$ cat config.mk
export PLATFORM = sky130hd
export DESIGN_NAME = if_fetch_queue_flat
export DESIGN_NICKNAME = d
export VERILOG_FILES = /design/src/rtl/if_fetch_queue_if.sv /design/src/rtl/if_fetch_queue.sv /design/src/flat_wrapper.sv
export SDC_FILE = /design/constraint.sdc
export NUM_CORES = 1
export LEC_CHECK = 0
export ABC_AREA = 1
export CAP_MARGIN = 20
export CORE_AREA = 8 8 256 258
export CTS_CLUSTER_SIZE = 12
export DETAILED_ROUTE_END_ITERATION = 10
export DIE_AREA = 0 0 264 266
export SLEW_MARGIN = 5
export SYNTH_ARGS = -nofsm -noshare
export SYNTH_HDL_FRONTEND = slang
export SYNTH_SLANG_ARGS = --single-unit
$ cat constraint.sdc
create_clock -name clk -period 9.3 [get_ports clk]
set_input_delay 1.395 -clock clk [delete_from_list [all_inputs] [get_ports clk]]
set_output_delay 1.395 -clock clk [all_outputs]
set_load 0.01 [all_outputs]
$ cat src/rtl/if_fetch_queue_if.sv
// Fetch-unit bus bundle: instruction-memory request/response and the
// valid/ready instruction handshake towards decode.
interface if_fetch_queue_if #(
  parameter int unsigned XLEN = 32
);
  logic            mem_req;
  logic [XLEN-1:0] mem_addr;
  logic            mem_gnt;
  logic [XLEN-1:0] mem_rdata;

  logic            out_valid;
  logic            out_ready;
  logic [XLEN-1:0] out_instr;
  logic [XLEN-1:0] out_pc;
  logic [XLEN-1:0] out_pc_plus_4;

  modport master (
    output mem_req, mem_addr,
    input  mem_gnt, mem_rdata,
    output out_valid, out_instr, out_pc, out_pc_plus_4,
    input  out_ready
  );

  modport slave (
    input  mem_req, mem_addr,
    output mem_gnt, mem_rdata,
    input  out_valid, out_instr, out_pc, out_pc_plus_4,
    output out_ready
  );
endinterface

$ cat src/rtl/if_fetch_queue.sv
// Instruction fetch stage: prioritised PC redirect, one outstanding memory
// read, DEPTH-entry instruction queue to decode and precise interrupt entry.
module if_fetch_queue #(
  parameter int unsigned     XLEN       = 32,
  parameter int unsigned     DEPTH      = 4,
  parameter logic [XLEN-1:0] RESET_PC   = '0,
  parameter logic [XLEN-1:0] INT_VECTOR = XLEN'(32'h100)
) (
  input  logic                clk,
  input  logic                rst,
  if_fetch_queue_if.master    bus,
  input  logic                alert,
  input  logic                int_return,
  input  logic                branch_undo,
  input  logic                pcr_take,
  input  logic                pci_take,
  input  logic                branch_predict,
  input  logic [XLEN-1:0]     pc_not_taken,
  input  logic [XLEN-1:0]     pcr,
  input  logic [XLEN-1:0]     branch_pc,
  output logic                interrupt,
  output logic                interrupt_mask,
  output logic [XLEN-1:0]     epc
);

  localparam int unsigned PTR_W = $clog2(DEPTH);
  localparam int unsigned CNT_W = $clog2(DEPTH + 1);
  localparam int unsigned OCC_W = CNT_W + 1;

  logic [XLEN-1:0]  pc_q, pc_d;
  logic [PTR_W-1:0] wr_ptr_q, wr_ptr_d;
  logic [PTR_W-1:0] rd_ptr_q, rd_ptr_d;
  logic [CNT_W-1:0] count_q, count_d;
  logic             inflight_q, inflight_d;
  logic             discard_q, discard_d;
  logic [XLEN-1:0]  inflight_pc_q, inflight_pc_d;
  logic             pending_q, pending_d;
  logic             mask_q, mask_d;
  logic             interrupt_q, interrupt_d;
  logic [XLEN-1:0]  epc_q, epc_d;

  logic [XLEN-1:0]  instr_mem_q [DEPTH];
  logic [XLEN-1:0]  pc_mem_q    [DEPTH];

  logic             branch_redirect;
  logic [XLEN-1:0]  branch_target;
  logic             int_take;
  logic             flush;
  logic [OCC_W-1:0] occupancy;
  logic             mem_req_c;
  logic             accept;
  logic             out_valid_c;
  logic             push;
  logic             pop;
  logic [XLEN-1:0]  oldest_pc;

  // Redirect priority decode; an interrupt only wins when no branch redirects.
  always_comb begin
    branch_redirect = branch_undo | pcr_take | pci_take | branch_predict;
    branch_target   = branch_pc;
    if (branch_undo) begin
      branch_target = pc_not_taken;
    end else if (pcr_take) begin
      branch_target = pcr;
    end
    int_take = (alert | pending_q) & ~mask_q & ~branch_redirect;
    flush    = branch_redirect | int_take;
  end

  // Request credit counts the outstanding read; pops this cycle give no credit.
  always_comb begin
    occupancy   = OCC_W'(count_q) + OCC_W'(inflight_q);
    mem_req_c   = ~rst & (occupancy < OCC_W'(DEPTH));
    accept      = mem_req_c & bus.mem_gnt;
    out_valid_c = (count_q != '0) & ~flush;
    pop         = out_valid_c & bus.out_ready;
    push        = inflight_q & ~discard_q & ~flush;
  end

  // Oldest PC not yet handed to decode: queue head, then live in-flight read, then fetch PC.
  always_comb begin
    oldest_pc = pc_q;
    if (count_q != '0) begin
      oldest_pc = pc_mem_q[rd_ptr_q];
    end else if (inflight_q && !discard_q) begin
      oldest_pc = inflight_pc_q;
    end
  end

  always_comb begin
    pc_d          = pc_q;
    wr_ptr_d      = wr_ptr_q;
    rd_ptr_d      = rd_ptr_q;
    count_d       = count_q;
    inflight_d    = accept;
    discard_d     = accept & flush;
    inflight_pc_d = inflight_pc_q;
    pending_d     = ~int_take & (pending_q | alert);
    mask_d        = int_take | (mask_q & ~int_return);
    interrupt_d   = int_take;
    epc_d         = epc_q;

    if (accept) begin
      inflight_pc_d = pc_q;
    end
    if (int_take) begin
      epc_d = oldest_pc;
    end

    // A flush empties the queue and orphans any read issued this cycle.
    if (flush) begin
      pc_d     = int_take ? INT_VECTOR : branch_target;
      wr_ptr_d = '0;
      rd_ptr_d = '0;
      count_d  = '0;
    end else begin
      if (accept) begin
        pc_d = pc_q + XLEN'(4);
      end
      wr_ptr_d = wr_ptr_q + PTR_W'(push);
      rd_ptr_d = rd_ptr_q + PTR_W'(pop);
      count_d  = count_q + CNT_W'(push) - CNT_W'(pop);
    end
  end

  always_ff @(posedge clk) begin
    if (rst) begin
      pc_q          <= RESET_PC;
      wr_ptr_q      <= '0;
      rd_ptr_q      <= '0;
      count_q       <= '0;
      inflight_q    <= 1'b0;
      discard_q     <= 1'b0;
      inflight_pc_q <= '0;
      pending_q     <= 1'b0;
      mask_q        <= 1'b0;
      interrupt_q   <= 1'b0;
      epc_q         <= '0;
    end else begin
      pc_q          <= pc_d;
      wr_ptr_q      <= wr_ptr_d;
      rd_ptr_q      <= rd_ptr_d;
      count_q       <= count_d;
      inflight_q    <= inflight_d;
      discard_q     <= discard_d;
      inflight_pc_q <= inflight_pc_d;
      pending_q     <= pending_d;
      mask_q        <= mask_d;
      interrupt_q   <= interrupt_d;
      epc_q         <= epc_d;
    end
  end

  // Queue storage needs no reset; entries are only read when count is non-zero.
  always_ff @(posedge clk) begin
    if (push) begin
      instr_mem_q[wr_ptr_q] <= bus.mem_rdata;
      pc_mem_q[wr_ptr_q]    <= inflight_pc_q;
    end
  end

  assign bus.mem_req       = mem_req_c;
  assign bus.mem_addr      = pc_q;
  assign bus.out_valid     = out_valid_c;
  assign bus.out_instr     = instr_mem_q[rd_ptr_q];
  assign bus.out_pc        = pc_mem_q[rd_ptr_q];
  assign bus.out_pc_plus_4 = pc_mem_q[rd_ptr_q] + XLEN'(4);

  assign interrupt      = interrupt_q;
  assign interrupt_mask = mask_q;
  assign epc            = epc_q;

endmodule

$ cat src/flat_wrapper.sv
// flat-port wrapper written by rule: the top's interface ports become plain ports
module if_fetch_queue_flat 
#(
  parameter int unsigned     XLEN       = 32,
  parameter int unsigned     DEPTH      = 4,
  parameter logic [XLEN-1:0] RESET_PC   = '0,
  parameter logic [XLEN-1:0] INT_VECTOR = XLEN'(32'h100)
)
  (clk, rst, alert, int_return, branch_undo, pcr_take, pci_take, branch_predict, pc_not_taken, pcr, branch_pc, interrupt, interrupt_mask, epc, bus_mem_req, bus_mem_addr, bus_mem_gnt, bus_mem_rdata, bus_out_valid, bus_out_instr, bus_out_pc, bus_out_pc_plus_4, bus_out_ready);
  if_fetch_queue_if #(.XLEN(XLEN)) bus_i ();
  input  logic clk;
  input  logic rst;
  input  logic alert;
  input  logic int_return;
  input  logic branch_undo;
  input  logic pcr_take;
  input  logic pci_take;
  input  logic branch_predict;
  input  logic [XLEN-1:0] pc_not_taken;
  input  logic [XLEN-1:0] pcr;
  input  logic [XLEN-1:0] branch_pc;
  output logic interrupt;
  output logic interrupt_mask;
  output logic [XLEN-1:0] epc;
  output wire logic [$bits(bus_i.mem_req)-1:0] bus_mem_req;
  output wire logic [$bits(bus_i.mem_addr)-1:0] bus_mem_addr;
  input wire logic [$bits(bus_i.mem_gnt)-1:0] bus_mem_gnt;
  input wire logic [$bits(bus_i.mem_rdata)-1:0] bus_mem_rdata;
  output wire logic [$bits(bus_i.out_valid)-1:0] bus_out_valid;
  output wire logic [$bits(bus_i.out_instr)-1:0] bus_out_instr;
  output wire logic [$bits(bus_i.out_pc)-1:0] bus_out_pc;
  output wire logic [$bits(bus_i.out_pc_plus_4)-1:0] bus_out_pc_plus_4;
  input wire logic [$bits(bus_i.out_ready)-1:0] bus_out_ready;
  assign bus_mem_req = bus_i.mem_req;
  assign bus_mem_addr = bus_i.mem_addr;
  assign bus_i.mem_gnt = bus_mem_gnt;
  assign bus_i.mem_rdata = bus_mem_rdata;
  assign bus_out_valid = bus_i.out_valid;
  assign bus_out_instr = bus_i.out_instr;
  assign bus_out_pc = bus_i.out_pc;
  assign bus_out_pc_plus_4 = bus_i.out_pc_plus_4;
  assign bus_i.out_ready = bus_out_ready;
  if_fetch_queue #(.XLEN(XLEN), .DEPTH(DEPTH), .RESET_PC(RESET_PC), .INT_VECTOR(INT_VECTOR)) u_core (.clk(clk), .rst(rst), .bus(bus_i), .alert(alert), .int_return(int_return), .branch_undo(branch_undo), .pcr_take(pcr_take), .pci_take(pci_take), .branch_predict(branch_predict), .pc_not_taken(pc_not_taken), .pcr(pcr), .branch_pc(branch_pc), .interrupt(interrupt), .interrupt_mask(interrupt_mask), .epc(epc));
endmodule
==> results.toml, run 1 <==
[run_status]
status = "finished, final reports clean"

[synth]
synthesis.area_um2 = 17060
synth-seq-cells = 364
yosysUniqueCellTypes = 33
syn_avg_cell_area_um2 = 8.833
synth_warnings = 0
syn_nets = 2075
netlist_instances = 1931
ys_seq_area_share_pct = 57.75

[clocking]
cts_buffer_depth = 3
numClockSinks = 364
worstSkewPairLatency_ps = 560
cts_resized = 0
holdBufCountCts = 0
cts_tree = "built"
cts_buffers = 39
clk_pin_slew_ps = 50
cts_setup_buffers = 0
root_buffer = "clkbuf_16"
htreeDepth = 2

[timing]
max_freq_mhz = 158.7
fin_crit_sh_pct = 67.76
finalCriticalPeriod_ps = 6302
tns_ps = 0
worst_slew_pin_slew_ps = 1022
maxSlewViolCount = 0
rsz0062_at_grt = "false"
hold_ws_ps = 495.7
slew_headroom_pct = 31.86
clock_skew_ps = 23.37
setup_ws_ps = 2998
finalSetupViolations = 0
hold_viol_final = 0

[global_routing]
grt_max_degree = 132
gr-total-overflow = 0
grt_pass1_wl_mm = 87.73
met1_usage_pct = 19.90
antenna_found_initial = 0
grtUsageTotal_pct = 16.02
use_met2_pct = 27.74
grt_pass1_vias = 14250
use_met3_pct = 3.552
top_usage_layer = "met2"

[power]
leakagePower_nw = 8.014
pwr-share-clk_pct = 41.9
pwr-share-comb_pct = 7.1
p_int_mw = 2.721
swShare_pct = 22.75
switching_power_mw = 0.8013
seqPwrFrac_pct = 51.0
cellPowerDensity_nw_per_um2 = 160.8
vdd_ir_drop_max_mv = 0.1212

[placed_design]
place_ws_ps = 3026
post_dp_cell_area_um2 = 20690
hpwl_mm = 40.92
dp.cells = 2931
place_congestion = 0.9043
io_buffer_count = 301

[critical_path]
critPathMaxFanout = 53
crit_end = "bus_out_valid"
startpoint_type = "primary input"
rr_startpoint = "u_core.rd_ptr_q[1]"
cp.arrival_ps = 4910
cp-end-kind = "primary output"
required_ps = 7910
cp-startpoint = "branch_undo"
r2r_slack_ps = 6190
rr_endpoint = "u_core.epc[31]"
reg2reg_depth = 6
crit_type = "primary input to primary output"

[detailed_routing]
detail-route-antenna-nets = 0
drc = 0
drt_iter0_drc = 1143
viasPerCell = 4.891
first_pass_iters = 5
routed_wl_mm = 58.73
num_vias = 14680
wl_per_cell_um = 19.56

[finish]
stdcell_count = 3002
multi_input_area_um2 = 6252
n_antenna_cell = 0
synthToLayoutAreaGrowth_pct = 28.43
final_area_um2 = 21900
regArea_um2 = 9854
final_net_count = 2326
nFillCells = 6201
final_cell_mix = "497 x nand2_1, 301 x clkdlybuf4s50_1, 256 x edfxtp_1"
layout-drive-gt1-share_pct = 5.561
final_common_cell = "nand2_1"

[flow_run]
maxCapViolCount = 0

[die]
dieArea_um2 = 70220
coreArea_um2 = 61260
die_h_um = 266
io_pins = 302
initial_core_util_pct = 27.84
die_w_um = 264
rows = 91

[worst_hold_path]
holdCritPathClass = "flop to flop"
[cells by family after synthesis]
kind of cell / after synthesis / share of synthesized area, %
AND/OR/NAND/NOR: 892 / 21.66
XOR/XNOR: 21 / 1.078
flip-flops: 364 / 57.75
AO/OA/AOI/OAI: 422 / 13.21
buffers and inverters: 226 / 5.817
adder cells (fa/ha/maj): 6 / 0.4842
[routing by layer]
layer,routed length [µm],vias up
met1,25470,7036
met3,3633,74
li1,-,7103
met4,1436,0
met5,0,-
met2,28200,471
[power groups by stage]
stage	Clock [mW]	Sequential, mW	Combinational, mW
after global routing	1.57	1.80	0.274
after global placement	0	1.83	0.248
final	1.48	1.80	0.250
after floorplan	0	1.82	0.0989
after detailed placement	0	1.83	0.250
after CTS	1.51	1.79	0.252
[worst min-delay path by stage]
stage / from / to / cells past startpoint
2_1_floorplan: u_core.inflight_pc_q[0] / u_core.pc_mem_q[0][0] / 0
3_3_place_gp: u_core.inflight_pc_q[5] / u_core.pc_mem_q[2][5] / 0
3_5_place_dp: u_core.interrupt_mask / u_core.interrupt_mask / 2
4_1_cts: u_core.interrupt_mask / u_core.interrupt_mask / 2
5_1_grt: u_core.interrupt_mask / u_core.interrupt_mask / 2
6_report: u_core.interrupt_mask / u_core.interrupt_mask / 2
[Yosys cell counts]
cell type  count  area [µm²]
o21ai_0      216        1081
buf_2         30       150.1
nor2_1       200       750.7
inv_2          4       15.01
nor2_2        12       75.07
inv_1        111       416.7
ha_1           5       62.56
o211ai_1      19       142.6
buf_1          4       15.01
fa_1           1       20.02
buf_6          9       101.4
xnor2_1        4       35.03
nand4_1       13       81.33
nand3_4        1       17.52
nand2_4        2       22.52
a31oi_1       33       206.5
o32ai_1        1       8.760
nand3_2        2       20.02
nand2_2       16       100.1
inv_6          1       8.760
buf_4          9       67.56
xor2_1        17       148.9
a32oi_1        1       8.760
nand2_1      499        1873
edfxtp_1     256        7687
a21oi_1      114       570.6
nor2_4         3       33.78
dfxtp_1      108        2162
nand3_1      130       650.6
o21ai_1        2       10.01
nor3_1        14       70.07
clkbuf_1      58       217.7
o22ai_1       36       225.2
[registers in the layout (all words and copies together) (netlist names)]
register and count:
u_core.pending_q 1, u_core.discard_q 1, u_core.wr_ptr_q 2, u_core.epc 32, u_core.count_q 3, u_core.inflight_pc_q 32
u_core.rd_ptr_q 2, u_core.interrupt 1, u_core.bus.mem_addr 32, u_core.pc_mem_q 128, u_core.inflight_q 1, u_core.interrupt_mask 1
u_core.instr_mem_q 128
[area by class of cell]
type | count | area share (%)
flip-flops and latches | 364 | 44.99
multi-input cells | 1341 | 28.54
repair buffers | 320 | 14.41
clock buffers | 61 | 4.969
well taps | 790 | 4.512
inverters | 116 | 2.011
clock inverters | 10 | 0.5712
[worst max-delay path, cell delays in order]
cell and delay (ps):
clkdlybuf4s50_1 690, inv_2 710, nand3_2 120, buf_4 280, nor2_4 590, inv_2 270, nor2_2 190, clkdlybuf4s50_1 620
[stage by stage]
| stage | util (%) | power (mW) |
|---|---|---|
| 2_1_floorplan | - | 1.922 |
| 4_1_cts | 35.76 | 3.560 |
| 6_report | 35.76 | 3.523 |
| 3_3_place_gp | 33.78 | 2.075 |
| 3_5_place_dp | 33.78 | 2.079 |
| 5_1_grt | 35.76 | 3.648 |
Note: power is estimated with default switching activity, not from simulation.
==> run 2, diff against run 1 <==
==> constraint.sdc (replaced) <==
create_clock -name clk -period 6.5 [get_ports clk]
set_input_delay 0.975 -clock clk [delete_from_list [all_inputs] [get_ports clk]]
set_output_delay 0.975 -clock clk [all_outputs]
set_load 0.01 [all_outputs]
==> run 2 against run 1 <==
Die area did not move. Clock power rose by 51%. Core utilization rose by 0.17 points. First-iteration DRC count rose by 3.8%. Clock-buffer cell count fell by 2. Sequential power rose by 43%. Setup slack got worse by 1700 ps. Routed wire length rose by 1.1%. Register-to-register slack got worse by 2600 ps.
==> results.toml, run 2 (same netlist as run 1, synthesis figures left out) <==
[finish]
reg.largest.list = "u_core.instr_mem_q: 128 flops, u_core.pc_mem_q: 128 flops"
final_cell_mix = "497 x nand2_1, 301 x clkdlybuf4s50_1, 256 x edfxtp_1"
n_antenna_cell = 0
regArea_um2 = 9854
synthToLayoutAreaGrowth_pct = 29.05
nFillCells = 6135
final_common_cell = "nand2_1"
layout-drive-gt1-share_pct = 5.954
final_net_count = 2330
stdcell_count = 3007
multi_input_area_um2 = 6252

[clocking]
cts_buffer_depth = 3
holdBufCountCts = 0
numClockSinks = 364
cts_tree = "built"
cts_resized = 0
worstSkewPairLatency_ps = 570
cts_buffers = 40
root_buffer = "clkbuf_16"
cts_setup_buffers = 0
clk_pin_slew_ps = 60
htreeDepth = 2

[die]
die_w_um = 264
coreArea_um2 = 61260
initial_core_util_pct = 27.84
io_pins = 302
dieArea_um2 = 70220
die_h_um = 266
rows = 91

[global_routing]
grt_pass1_wl_mm = 88.48
grtUsageTotal_pct = 16.17
gr-total-overflow = 0
grt_pass1_vias = 14410
antenna_found_initial = 0
grt_max_degree = 132

[flow_run]
maxCapViolCount = 0

[timing]
hold_viol_final = 0
worst_slew_pin_slew_ps = 1017
clock_skew_ps = 19.87
fin_crit_sh_pct = 79.82
setup_ws_ps = 1312
rsz0062_at_grt = "false"
tns_ps = 0
max_freq_mhz = 192.7
maxSlewViolCount = 0
finalSetupViolations = 0
slew_headroom_pct = 32.20
finalCriticalPeriod_ps = 5188
hold_ws_ps = 507.4

[placed_design]
place_congestion = 0.8735
hpwl_mm = 41.88
place_ws_ps = 1874
dp.cells = 2934
io_buffer_count = 301

[power]
vdd_ir_drop_max_mv = 0.1644
seqPwrFrac_pct = 49.7
pwr-share-clk_pct = 43.4
cellPowerDensity_nw_per_um2 = 234.7
switching_power_mw = 1.169
leakagePower_nw = 8.083
swShare_pct = 22.64
p_int_mw = 3.997
pwr-share-comb_pct = 6.9

[critical_path]
path_buf_inv = 2
startpoint_type = "flop"
rr_startpoint = "u_core.pending_q"
cp_top_family = "buffers and inverters"
cp-startpoint = "u_core.rd_ptr_q[1]"
crit_path_cell_trace = "inv_2 -> nor2_1 -> o21ai_0 -> nand2_2 -> ha_1 -> nand3_4 -> nor2_2 -> nand2_1 -> xor2_1 -> clkdlybuf4s50_1"
crit_type = "flop to primary output"
critPathMaxStageDelay_ps = 840
required_ps = 5520
cp-end-kind = "primary output"
critPathSlowestCell = "dfxtp_2"
cp.arrival_ps = 4210
critPathMaxFanout = 45

[detailed_routing]
routed_wl_mm = 59.39
detail-route-antenna-nets = 0
wl_per_cell_um = 19.75
drt_iter0_drc = 1186
viasPerCell = 4.916
drc = 0
num_vias = 14780
first_pass_iters = 5

[worst_hold_path]
holdCritPathClass = "flop to flop"
min_from = "u_core.interrupt_mask"

[run_status]
status = "finished, final reports clean"
==> run 2: cell types whose count changed in the layout (fill, tap and decap cells not counted), moves of 2 or more <==
cell and change:
clkbuf_1 -6, clkinv_1 +2, buf_4 +3, clkbuf_8 +2
clkbuf_16 +2, clkinv_2 +3
==> run 2: stage by stage <==
| step | instance area (µm²) | util [%] | power (mW) |
|---|---|---|---|
| final | 22010 | 35.93 | 5.167 |
| after global routing | 22010 | 35.93 | 5.352 |
| after CTS | 22010 | 35.93 | 5.233 |
| after detailed placement | 20710 | 33.81 | 2.974 |
| after global placement | 20710 | 33.81 | 2.968 |
| after floorplan | 17060 | - | 2.750 |
==> run 2: final cells by class <==
type / count / area share [%]
Inverter: 116 / 2.001
Multi-Input combinational cell: 1341 / 28.40
Clock inverter: 14 / 0.6992
Clock buffer: 59 / 5.196
Timing Repair Buffer: 323 / 14.44
Sequential cell: 364 / 44.77
Tap cell: 790 / 4.491
==> run 2: routing by layer <==
layer	track usage (%)	part of all wire (%)	wire, µm	up-vias
met5	0	0	0	-
met4	5.664	3.2	1906	0
met3	3.700	6.9	4119	89
met2	27.27	47	28190	504
met1	20.24	42	25180	7067
li1	-	-	-	7121
==> run 2: power groups by stage <==
stage / clock network [mW] / logic [mW] / registers [mW]
after global placement: 0 / 0.354 / 2.61
after floorplan: 0 / 0.141 / 2.61
after CTS: 2.31 / 0.359 / 2.57
after detailed placement: 0 / 0.357 / 2.62
after global routing: 2.39 / 0.389 / 2.58
final: 2.24 / 0.355 / 2.57
==> run 2: worst paths after layout <==
| check | depth (start not counted) | slack (ps) | end |
|---|---|---|---|
| max | 10 | 1310 | bus_out_pc_plus_4[16] |
| min | 2 | 510 | u_core.interrupt_mask |
| max reg2reg | 9 | 3570 | u_core.instr_mem_q[2][0] |
| min reg2reg | 2 | 510 | u_core.interrupt_mask |
==> run 2: worst register-to-register path, delay by kind of cell (launching register included) <==
family / cells / cell delay [ps]
buffers and inverters: 4 / 1370
flip-flops: 1 / 300
AND/OR/NAND/NOR: 5 / 820
